$ cat src/rtl/uart_rx_byte.sv
//------------------------------------------------------------------------------
// Module   : uart_rx_byte
// Purpose  : UART receiver. Turns an 8N1 serial stream (8E1 when
//            UART_RX_PARITY_EN is defined) into bytes, each one flagged by a
//            single-cycle rx_rdy strobe.
// Ports    : clk        in   system clock
//            rst_n      in   asynchronous active-low reset
//            RX         in   asynchronous serial line, idle high
//            rx_data    out  last correctly received byte, held until the
//                            next good frame
//            rx_rdy     out  one-cycle pulse when rx_data is updated
//            frame_err  out  one-cycle pulse when the stop bit is sampled low
//            parity_err out  (UART_RX_PARITY_EN only) one-cycle pulse on a
//                            parity mismatch with a good stop bit
//            busy       out  high whenever the receiver is not idle
// Params   : CLKS_PER_BIT  clk cycles per bit, 4 or more
// Macro    : UART_RX_PARITY_EN  enables the even-parity bit and parity_err
// Revision : 1.0  initial release
//------------------------------------------------------------------------------
`default_nettype none

module uart_rx_byte #(
  parameter int CLKS_PER_BIT = 5208
) (
  input  logic       clk,
  input  logic       rst_n,
  input  logic       RX,
  output logic [7:0] rx_data,
  output logic       rx_rdy,
  output logic       frame_err,
`ifdef UART_RX_PARITY_EN
  output logic       parity_err,
`endif
  output logic       busy
);

  localparam int            CW        = (CLKS_PER_BIT > 1) ? $clog2(CLKS_PER_BIT) : 1;
  // The counter expires when it reaches zero, so loading K-1 gives the
  // decision on the K-th cycle after the load.
  localparam logic [CW-1:0] HALF_LOAD = CW'(CLKS_PER_BIT / 2 - 1);
  localparam logic [CW-1:0] FULL_LOAD = CW'(CLKS_PER_BIT - 1);
  localparam logic [CW-1:0] CNT_ONE   = CW'(1);

  localparam logic [2:0] ST_IDLE   = 3'd0;
  localparam logic [2:0] ST_START  = 3'd1;
  localparam logic [2:0] ST_DATA   = 3'd2;
  localparam logic [2:0] ST_STOP   = 3'd3;
  localparam logic [2:0] ST_BREAK  = 3'd4;
`ifdef UART_RX_PARITY_EN
  localparam logic [2:0] ST_PARITY = 3'd5;
`endif

  logic          sync1;
  logic          rx_s;
  logic [2:0]    state;
  logic [2:0]    state_nxt;
  logic [CW-1:0] cnt;
  logic [2:0]    bit_cnt;
  logic [7:0]    shreg;
  logic          expire;
  logic          load_half;
  logic          load_full;
  logic          shift_en;
  logic          clr_bits;
  logic          accept;
  logic          ferr_set;
`ifdef UART_RX_PARITY_EN
  logic          par_bit;
  logic          par_cap;
  logic          par_bad;
  logic          perr_set;

  // Even parity: data bits plus parity bit must XOR to zero.
  assign par_bad = ^{shreg, par_bit};
`endif

  assign expire = (cnt == '0);

  // State register
  always_ff @(posedge clk or negedge rst_n) begin
    if (!rst_n) state <= ST_IDLE;
    else        state <= state_nxt;
  end

  // Next-state logic
  always_comb begin
    state_nxt = state;
    case (state)
      ST_IDLE:  if (!rx_s) state_nxt = ST_START;
      ST_START: if (expire) state_nxt = rx_s ? ST_IDLE : ST_DATA;
      ST_DATA:  if (expire && (bit_cnt == 3'd7)) begin
`ifdef UART_RX_PARITY_EN
        state_nxt = ST_PARITY;
`else
        state_nxt = ST_STOP;
`endif
      end
`ifdef UART_RX_PARITY_EN
      ST_PARITY: if (expire) state_nxt = ST_STOP;
`endif
      ST_STOP:  if (expire) state_nxt = rx_s ? ST_IDLE : ST_BREAK;
      // A line stuck low is swallowed here so it cannot retrigger frames.
      ST_BREAK: if (rx_s) state_nxt = ST_IDLE;
      default:  state_nxt = ST_IDLE;
    endcase
  end

  // Output / datapath-control logic
  always_comb begin
    busy      = (state != ST_IDLE);
    load_half = 1'b0;
    load_full = 1'b0;
    shift_en  = 1'b0;
    clr_bits  = 1'b0;
    accept    = 1'b0;
    ferr_set  = 1'b0;
`ifdef UART_RX_PARITY_EN
    par_cap   = 1'b0;
    perr_set  = 1'b0;
`endif
    case (state)
      ST_IDLE:  load_half = !rx_s;
      ST_START: if (expire && !rx_s) begin
        load_full = 1'b1;
        clr_bits  = 1'b1;
      end
      ST_DATA:  if (expire) begin
        shift_en  = 1'b1;
        load_full = 1'b1;
      end
`ifdef UART_RX_PARITY_EN
      ST_PARITY: if (expire) begin
        par_cap   = 1'b1;
        load_full = 1'b1;
      end
`endif
      ST_STOP:  if (expire) begin
        // A low stop bit wins over any parity result.
        if (!rx_s)        ferr_set = 1'b1;
`ifdef UART_RX_PARITY_EN
        else if (par_bad) perr_set = 1'b1;
`endif
        else              accept   = 1'b1;
      end
      default: ;
    endcase
  end

  // Synchronizer, counters, shift register and registered outputs. The
  // synchronizer resets high so reset release never looks like a start bit.
  always_ff @(posedge clk or negedge rst_n) begin
    if (!rst_n) begin
      sync1      <= 1'b1;
      rx_s       <= 1'b1;
      cnt        <= '0;
      bit_cnt    <= 3'd0;
      shreg      <= 8'h00;
      rx_data    <= 8'h00;
      rx_rdy     <= 1'b0;
      frame_err  <= 1'b0;
`ifdef UART_RX_PARITY_EN
      par_bit    <= 1'b0;
      parity_err <= 1'b0;
`endif
    end else begin
      sync1 <= RX;
      rx_s  <= sync1;

      if (load_half)      cnt <= HALF_LOAD;
      else if (load_full) cnt <= FULL_LOAD;
      else if (!expire)   cnt <= cnt - CNT_ONE;

      if (clr_bits)      bit_cnt <= 3'd0;
      else if (shift_en) bit_cnt <= bit_cnt + 3'd1;

      // Line order is LSB first, so each new bit enters at the MSB.
      if (shift_en) shreg <= {rx_s, shreg[7:1]};

      if (accept) rx_data <= shreg;
      rx_rdy    <= accept;
      frame_err <= ferr_set;
`ifdef UART_RX_PARITY_EN
      if (par_cap) par_bit <= rx_s;
      parity_err <= perr_set;
`endif
    end
  end

endmodule

`default_nettype wire

$ cat config.mk
export PLATFORM = sky130hd
export DESIGN_NAME = uart_rx_byte
export DESIGN_NICKNAME = d
export VERILOG_FILES = /design/src/rtl/uart_rx_byte.sv
export SDC_FILE = /design/constraint.sdc
export NUM_CORES = 1
export LEC_CHECK = 0
export CAP_MARGIN = 20
export CELL_PAD_IN_SITES_DETAIL_PLACEMENT = 1
export CELL_PAD_IN_SITES_GLOBAL_PLACEMENT = 1
export CORE_UTILIZATION = 40
export DETAILED_ROUTE_END_ITERATION = 10
export PLACE_DENSITY_LB_ADDON = 0.12
export SLEW_MARGIN = 15
export SYNTH_ARGS = -nofsm -noshare
export SYNTH_HDL_FRONTEND = slang
export SYNTH_SLANG_ARGS = --single-unit
export TNS_END_PERCENT = 1
$ cat constraint.sdc
create_clock -name clk -period 3.6 [get_ports clk]
set_clock_uncertainty 0.05 [all_clocks]
set_input_delay 0.72 -clock clk [delete_from_list [all_inputs] [get_ports clk]]
set_output_delay 0.72 -clock clk [all_outputs]
set_load 0.01 [all_outputs]
==> qor.yml <==
power:
  p_int_uw: 666.4
  p_comb_share_pct: 1.6
  power_density_nw_per_um2: 394.6
  total_power_uw: 827.4
  p_sw_uw: 161.0
  power_switching_share_pct: 19.46
  p_leak_nw: 0.9197
  peakVddDrop_mv: 0.2186
  clkPwrFrac_pct: 45.0
  pwr-share-seq_pct: 53.4
global_route:
  grt_max_degree: 40
  antenna_found_initial: 0
  overflow: 0
  grt_pass1_wl_um: 6417
  track_usage_pct: 17.09
  grt_pass1_vias: 1288
die:
  dieArea_um2: 4848
  fp.coreArea_um2: 4384
  die_w_um: 69.63
  rows: 24
  pin_count: 14
  die_h_um: 69.63
  floorplan.initialDensity_pct: 41.72
final_layout:
  final_util_pct: 47.83
  drive_gt1_share_pct: 18.93
  fillers: 467
  diodes: 0
  layout_commonest_cell: "dfrtp_1"
  nNetsFinal: 174
  layout.cells.most_common_list: "dfrtp_1, o21ai_0, clkdlybuf4s50_1"
  area_delta_synth_final_pct: 14.64
synth:
  synth_top_cell_by_area: "dfrtp_1"
  synth_ff_type: "dfrtp_1"
  yosysWarnings: 0
  synth_edf_count: 0
  syn_area_um2: 1829
  synth_area_leaders: "dfrtp_1, mux2_4, mux2_2, o21ai_0, dfstp_2"
  ys_ff_latch: 39
  yosysTopAreaCellShare_pct: 50.62
  synth-seq-area-share_pct: 53.49
  synth_cell_type_count: 42
  async_flop_share_pct: 100.0
  avgSynthCellArea_um2: 11.88
  syn_nets: 160
  synthCells: 154
clock_network:
  clk_latency_ns: 0.30
  cts_buffer_depth: 2
  cts_setup_buffers: 0
  tritoncts: "done"
  cts_resized: 0
  htreeDepth: 2
  clock-root-buffer: "clkbuf_8"
  clkSlewWorstSetupHoldPaths_ns: 0.07
  numCtsBuffers: 5
  cts_hold_buf: 0
  cts.sinks: 39
worst_setup_path:
  end_kind: "output port"
  cp_slowest_cell: "dfrtp_1"
  cp_max_fo: 12
  arrival_ns: 1.70
  start_kind: "flip-flop"
  cp_top_family: "flip-flops"
  critPathLaunch: "state[1]$_DFFE_PN0P_"
  path_buf_inv: 1
  worstPathCellList: "or3_1, clkdlybuf4s50_1"
  r2r_start: "cnt[0]$_DFFE_PN0P_"
  slowest_delay_ns: 0.52
  worstSetupPathType: "reg2out"
  worstPathRequired_ns: 2.83
timing:
  final.setup.tns_ns: 0
  slew_viol_final: 0
  holdWs_ns: 0.3129
  maxSlewHeadroom_pct: 42.91
  worst_pin_slew_ns: 0.8563
  setup_ws_ns: 1.134
  hold_violations: 0
  fmaxAchievable_mhz: 405.6
  period_minus_slack_ns: 2.466
  grt_setup_unrepaired: "no"
  post-route-period-util_pct: 68.49
  setup_viol: 0
run_status:
  run_status: "finished clean"
hold_path:
  hold_class: "reg2reg"
  min_from: "sync1$_DFF_PN1_"
place:
  dp_worst_setup_slack_ns: 1.206
  place_congestion: 0.7586
  io_buffer_count: 13
  dpl.hpwl_um: 2531
routing:
  drt_iter0_markers: 97
  drt-pass1-iter-count: 4
  dr_total_vias: 1251
  routed_via_density: 5.661
  drc: 0
  wl_um: 3607
  wl_per_cell_um: 16.32
  drtAntennaViolNets: 0
job:
  maxCapViolations: 0
-- Yosys cell counts (3+ instances only) --
cell,number
xor2_1,3
nand2b_1,5
a21oi_1,7
nor4_1,3
mux2_4,8
dfrtp_1,37
nand2_1,5
clkbuf_1,4
ha_1,3
nand3_1,5
or3_1,3
o21ai_0,12
inv_1,5
mux2_2,8
nor3b_1,3
nor2_1,8
-- layer usage --
layer / global-route usage (%) / vias to the layer above / part of all wire [%]
met2: 25.67 / 20 / 46
met3: 4.360 / 7 / 3.3
li1: - / 592 / -
met4: 8.000 / 0 / 2.1
met1: 23.19 / 632 / 48
met5: 0 / - / 0
-- logic make-up after synthesis --
logic type	after synthesis	synth area share (%)
xor gates and xnor gates	3	1.437
buffers and inverters	13	3.899
muxes	16	11.49
and+or+nand+nor	46	16.01
DFF	39	53.49
AOI/OAI and AO/OA	34	11.63
adders and majority gates	3	2.052
-- power by group through the flow --
| stage | logic, mW | registers [mW] | clock network [mW] |
|---|---|---|---|
| floorplan | 0.00244 | 0.449 | 0 |
| global placement | 0.0139 | 0.450 | 0 |
| detailed placement | 0.0142 | 0.450 | 0 |
| CTS | 0.0141 | 0.442 | 0.384 |
| global route | 0.0155 | 0.442 | 0.404 |
| finish | 0.0132 | 0.442 | 0.373 |
-- state kept, by name (all words and copies together) (netlist names) --
register,cells
cnt,13
rx_data,8
shreg,8
bit_cnt,3
state,3
frame_err,1
rx_rdy,1
rx_s,1
sync1,1
-- stage by stage --
| step | instances | area (um2) |
|---|---|---|
| floorplan | 154 | 1829 |
| global placement | 212 | 1974 |
| detailed placement | 213 | 1979 |
| CTS | 221 | 2097 |
| global route | 221 | 2097 |
| finish | 221 | 2097 |
-- worst register-to-register path: stages, from the launching register on --
cell and delay (ns):
dfrtp_1 0.41, inv_1 0.07, ha_1 0.18, nor3b_1 0.38, and4b_1 0.33, buf_4 0.23, and3_4 0.32, mux2_4 0.32
-- worst paths after layout --
path	to	slack, ns	cells after the start
max	busy	1.13	2
min reg2reg	rx_s$_DFF_PN1_	0.31	0
min	rx_s$_DFF_PN1_	0.31	0
max reg2reg	rx_data[6]$_DFFE_PN0P_	1.20	7
max in group asynchronous	cnt[0]$_DFFE_PN0P_	2.47	1
min in group asynchronous	state[0]$_DFFE_PN0P_	0.48	1
-- final cells by class --
cell class,count,area [um2],share of cell area [%]
Multi-Input combinational cell,102,779.5,37.17
Clock inverter,2,35.03,1.671
Inverter,5,18.77,0.8950
Timing Repair Buffer,15,137.6,6.563
Clock buffer,6,82.58,3.938
Sequential cell,39,978.4,46.66
Tap cell,52,65.06,3.103
Note: power is estimated with default switching activity, not from simulation.
